`config.mk`:
```
export PLATFORM = sky130hd
export DESIGN_NAME = rr_packet_arbiter
export DESIGN_NICKNAME = d
export VERILOG_FILES = /design/src/rtl/rr_packet_arbiter.sv
export SDC_FILE = /design/constraint.sdc
export NUM_CORES = 1
export LEC_CHECK = 0
export ABC_AREA = 1
export CAP_MARGIN = 20
export CORE_ASPECT_RATIO = 0.9
export CORE_MARGIN = 1.5
export CORE_UTILIZATION = 35
export DETAILED_ROUTE_END_ITERATION = 16
export PLACE_DENSITY = 0.58
export SYNTH_ARGS = -nofsm -noshare
export SYNTH_HDL_FRONTEND = slang
export SYNTH_SLANG_ARGS = --single-unit
```
`constraint.sdc`:
```
create_clock -name clk -period 2.5 [get_ports clk]
set_clock_uncertainty 0.05 [all_clocks]
set_input_delay 0.25 -clock clk [delete_from_list [all_inputs] [get_ports clk]]
set_output_delay 0.25 -clock clk [all_outputs]
set_load 0.005 [all_outputs]
```
`src/rtl/rr_packet_arbiter.sv`:
```
// Round-robin packet arbiter with a registered one-hot grant.
// The grant is held for a whole packet (lock_enable=1) or a single transfer
// (lock_enable=0). The port just released drops to lowest priority, and
// re-arbitration happens on the release edge so back-to-back grants have no
// idle bubble.
module rr_packet_arbiter #(
  parameter int number_ports = 4,
  parameter int lock_enable  = 1,
  localparam int IW  = (number_ports > 1) ? $clog2(number_ports) : 1,
  localparam int IW1 = IW + 1
) (
  input  logic                    clk,
  input  logic                    reset,
  input  logic [number_ports-1:0] req,
  input  logic [number_ports-1:0] last,
  input  logic                    ready,
  output logic [number_ports-1:0] grant,
  output logic                    grant_valid,
  output logic [IW-1:0]           grant_index,
  output logic [IW-1:0]           pointer
);

  typedef enum logic {S_IDLE, S_GRANTED} state_t;

  state_t                  r_state, w_state_next;
  logic [number_ports-1:0] r_grant, w_grant_next;
  logic [IW-1:0]           r_grant_index, w_grant_index_next;
  logic [IW-1:0]           r_pointer, w_pointer_next;

  logic                    w_req_g;
  logic                    w_last_g;
  logic                    w_release;
  logic [IW-1:0]           w_pointer_inc;
  logic [IW-1:0]           w_search_base;
  logic [IW1-1:0]          w_cand;
  logic [IW-1:0]           w_pick_index;
  logic                    w_pick_found;
  logic [number_ports-1:0] w_pick_onehot;

  // Request/last of the currently granted port, taken through the one-hot
  // grant so no index can ever fall outside the port range.
  assign w_req_g  = |(req & r_grant);
  assign w_last_g = |(last & r_grant);

  // Release on abandon, or on a transfer that ends the packet (or any
  // transfer when packets are not locked).
  assign w_release = (r_state == S_GRANTED) &&
                     (!w_req_g || (ready && ((lock_enable == 0) || w_last_g)));

  // Port after the one being released, with an explicit wrap so that
  // non-power-of-two port counts stay inside 0..number_ports-1.
  assign w_pointer_inc = (r_grant_index == IW'(number_ports - 1)) ? '0
                                                                  : r_grant_index + IW'(1);

  // A release re-arbitrates with the pointer it is about to write.
  assign w_search_base = w_release ? w_pointer_inc : r_pointer;

  // Circular first-set search starting at w_search_base; walking the offsets
  // from farthest to nearest lets the nearest requester overwrite the rest.
  always_comb begin
    w_pick_found = 1'b0;
    w_pick_index = '0;
    w_cand       = '0;
    for (int k = number_ports - 1; k >= 0; k--) begin
      w_cand = {1'b0, w_search_base} + IW1'(k);
      if (w_cand >= IW1'(number_ports)) begin
        w_cand = w_cand - IW1'(number_ports);
      end
      if (req[w_cand]) begin
        w_pick_found = 1'b1;
        w_pick_index = w_cand[IW-1:0];
      end
    end
  end

  // One-hot decode of the search result (all-zero when nothing requests).
  for (genvar gi = 0; gi < number_ports; gi++) begin : g_onehot
    assign w_pick_onehot[gi] = w_pick_found && (w_pick_index == IW'(gi));
  end

  // Next-state and next-grant selection.
  always_comb begin
    w_state_next       = r_state;
    w_grant_next       = r_grant;
    w_grant_index_next = r_grant_index;
    w_pointer_next     = r_pointer;
    case (r_state)
      S_IDLE: begin
        if (w_pick_found) begin
          w_state_next       = S_GRANTED;
          w_grant_next       = w_pick_onehot;
          w_grant_index_next = w_pick_index;
        end
      end
      S_GRANTED: begin
        if (w_release) begin
          w_pointer_next     = w_pointer_inc;
          w_grant_next       = w_pick_onehot;
          w_grant_index_next = w_pick_index;
          w_state_next       = w_pick_found ? S_GRANTED : S_IDLE;
        end
      end
      default: begin
        w_state_next       = S_IDLE;
        w_grant_next       = '0;
        w_grant_index_next = '0;
      end
    endcase
  end

  // State, grant and pointer registers with synchronous reset.
  always_ff @(posedge clk) begin
    if (reset) begin
      r_state       <= S_IDLE;
      r_grant       <= '0;
      r_grant_index <= '0;
      r_pointer     <= '0;
    end else begin
      r_state       <= w_state_next;
      r_grant       <= w_grant_next;
      r_grant_index <= w_grant_index_next;
      r_pointer     <= w_pointer_next;
    end
  end

  assign grant       = r_grant;
  assign grant_valid = |r_grant;
  assign grant_index = r_grant_index;
  assign pointer     = r_pointer;

endmodule

```
==> impl_metrics.tcl <==
set metrics [dict create \
    fin_util_pct 48.2 \
    io_buffers 19 \
    core_area_um2 2200 \
    rsz0062_at_grt "false" \
    fmax_mhz 452 \
    crit_path_end_kind "flip-flop" \
    hold_path_depth 2 \
    fin_tns_setup_ns 0 \
    hold_path.class "flip-flop to flip-flop" \
    syn_area_per_cell_um2 5.80 \
    reg2reg_to "grant[3]" \
    root_buffer "clkbuf_4" \
    vias 907 \
    initial_utilization_pct 37.2 \
    syn_area_um2 818 \
    grt_pass1_vias 876 \
    finalCritPeriodShare_pct 88.4 \
    path_delay_family "simple AND/OR/NAND/NOR gates" \
    place_congestion 0.826 \
    detail-route-antenna-nets 0 \
    postSynthRegisterBits 9 \
    reg2reg_slack_ns 0.34 \
    ir_drop_mv 0.660 \
    syn_nets 153 \
    die_h_um 48.9 \
    track_usage_pct 18.5 \
    antenna_found_initial 0 \
    crit_top_cell "nand2_1" \
    yosys_warnings 0 \
    dp_hpwl_um 1680 \
    wl_um 2050 \
    route.detailed.drc 0 \
    crit_chain "clkdlybuf4s50_1 > nand2_1 > nand4_1 > nand2_2 > nand2_4 > nand2_2 > nand2_2 > nand2_1 > nand2_1 > nand2_1 > nand2_1 > nand2_1 > nand2_1 > nand2_1 > nand2_1 > nand3_1 > a21oi_2" \
    r2r-start "grant[0]" \
    fin_crit_ns 2.21 \
    cp.required_ns 2.64 \
    cts-resized-gates 0 \
    cts_setup_buffers 0 \
    die-area_um2 2640 \
    gr-total-overflow 0 \
    layout_common_cells "70 x nand2_1, 19 x clkdlybuf4s50_1, 12 x nand3_1" \
    worst_slew_pin_slew_ns 0.402 \
    antennaDiodeCount 0 \
    clock_latency_ns 0.26 \
    arrival_ns 2.35 \
    crit_buf_inv 1 \
    synthCells 141 \
    worst_path_max_delay_cell "clkdlybuf4s50_1" \
    power.leakage_nw 0.516 \
    finalSetupViolations 0 \
    reg2regPathDepth 17 \
    cts_hold_buf 0 \
    syn2layout_area_growth_pct 29.8 \
    finalHoldViolCount 0 \
    powerDensity_nw_per_um2 1230 \
    cts_buffers 3 \
    cts_tree "done" \
    start_kind "input port" \
    die_w_um 54.0 \
    post_route_cells_drive_above_1_share_pct 17.2 \
    hp-start "grant_index[1]" \
    wl_per_cell_um 10.8 \
    drv_cap 0 \
    viasPerCell 4.77 \
    io_pins 20 \
    drtIter0Drc 30 \
    first_pass_iters 4 \
    clock-sinks 9 \
    min_to "grant_index[1]" \
    outcome "complete, no violations" \
    ys_types 22 \
    slew_headroom_pct 73.1 \
    grt_pass1_wl_um 3730 \
    clock_path_buffers 2 \
    grt_max_degree 13 \
    critPathMaxStageDelay_ns 0.51 \
    rows 16 \
    h-tree-depth 1 \
    maxSlewViolCount 0 \
    layout_commonest_cell "nand2_1" \
    cp_max_fo 12 \
    critPathKind "input port to flip-flop" \
    fin_nets 176 \
    path_clk_slew_ns 0.06 \
    yosysSeqAreaShare_pct 22.0 \
]
==> per-stage QoR <==
step | setup WS (ns) | total power [mW] | std cells | hold slack, ns | cell area, um^2
global placement | 0.0108 | 1.20 | 186 | 0.419 | 1030
detailed placement | 0.00848 | 1.20 | 186 | 0.428 | 1030
CTS | 0.284 | 1.33 | 190 | 0.438 | 1060
global route | 0.0130 | 1.47 | 190 | 0.464 | 1060
floorplan | 0.654 | 0.957 | 141 | 0.422 | 818
finish | 0.289 | 1.31 | 190 | 0.435 | 1060
==> report_power, final <==
part / total, mW / leakage [nW] / switching, mW / internal, mW
logic: 0.965 / 0.424 / 0.596 / 0.369
registers: 0.234 / 0.0742 / 0.0473 / 0.187
clock network: 0.111 / 0.0177 / 0.0518 / 0.0590
total: 1.31 / 0.516 / 0.695 / 0.615
==> synth_stat cells, drive strengths merged <==
master | count | area (um^2)
clkinv | 1 | 3.75
nor2 | 9 | 43.8
or4 | 1 | 7.51
dfxtp | 9 | 180
nand3 | 13 | 70.1
nand2 | 80 | 335
buf | 2 | 15.0
ha | 1 | 12.5
nand3b | 2 | 15.0
inv | 12 | 45.0
nand4 | 1 | 6.26
o21ai | 2 | 25.0
a21oi | 8 | 58.8
==> cell families after synthesis <==
kind of cell	synth area share [%]
AOI/OAI and AO/OA	10.2
adders and majority gates	1.53
and+or+nand+nor	58.4
buffers and inverters	7.80
DFF	22.0
==> sequential cells by signal, summed over array words and instances, names as in the netlist <==
signal,flops
grant,4
grant_index,2
pointer,2
r_state,1
==> worst max path at each step <==
stage / slack [ns] / startpoint / endpoint / cells past startpoint
2_1_floorplan: 0.65 / grant[1] / grant[1] / 18
4_1_cts: 0.28 / req[2] / grant[3] / 17
5_1_grt: 0.01 / req[2] / grant[3] / 17
6_report: 0.29 / req[2] / grant[3] / 17
3_5_place_dp: 0.008 / req[2] / grant[3] / 17
3_3_place_gp: 0.01 / req[1] / grant[3] / 17
==> worst reg2reg max path: cells and delay by family, from the launching register on <==
family             cells  cell delay, ns
DFF                    1            0.35
and+or+nand+nor       15            1.42
AOI/OAI and AO/OA      2            0.28
==> routing by layer <==
metal / GRT usage, % / up-vias / routed length, um
met3: 5.83 / 0 / 133
met1: 25.6 / 395 / 942
met4: 1.28 / 0 / 0
met2: 29.1 / 26 / 976
met5: 0 / - / 0
li1: - / 486 / -
==> area by class of cell <==
class | count | area (um^2)
tap | 27 | 33.8
inverter | 13 | 48.8
clock inverter | 1 | 5.00
multi-input combinational | 117 | 574
fill | 254 | 1140
clock buffer | 3 | 22.5
sequential | 9 | 180
timing repair buffer | 20 | 198
Note: power is estimated with default switching activity, not from simulation.
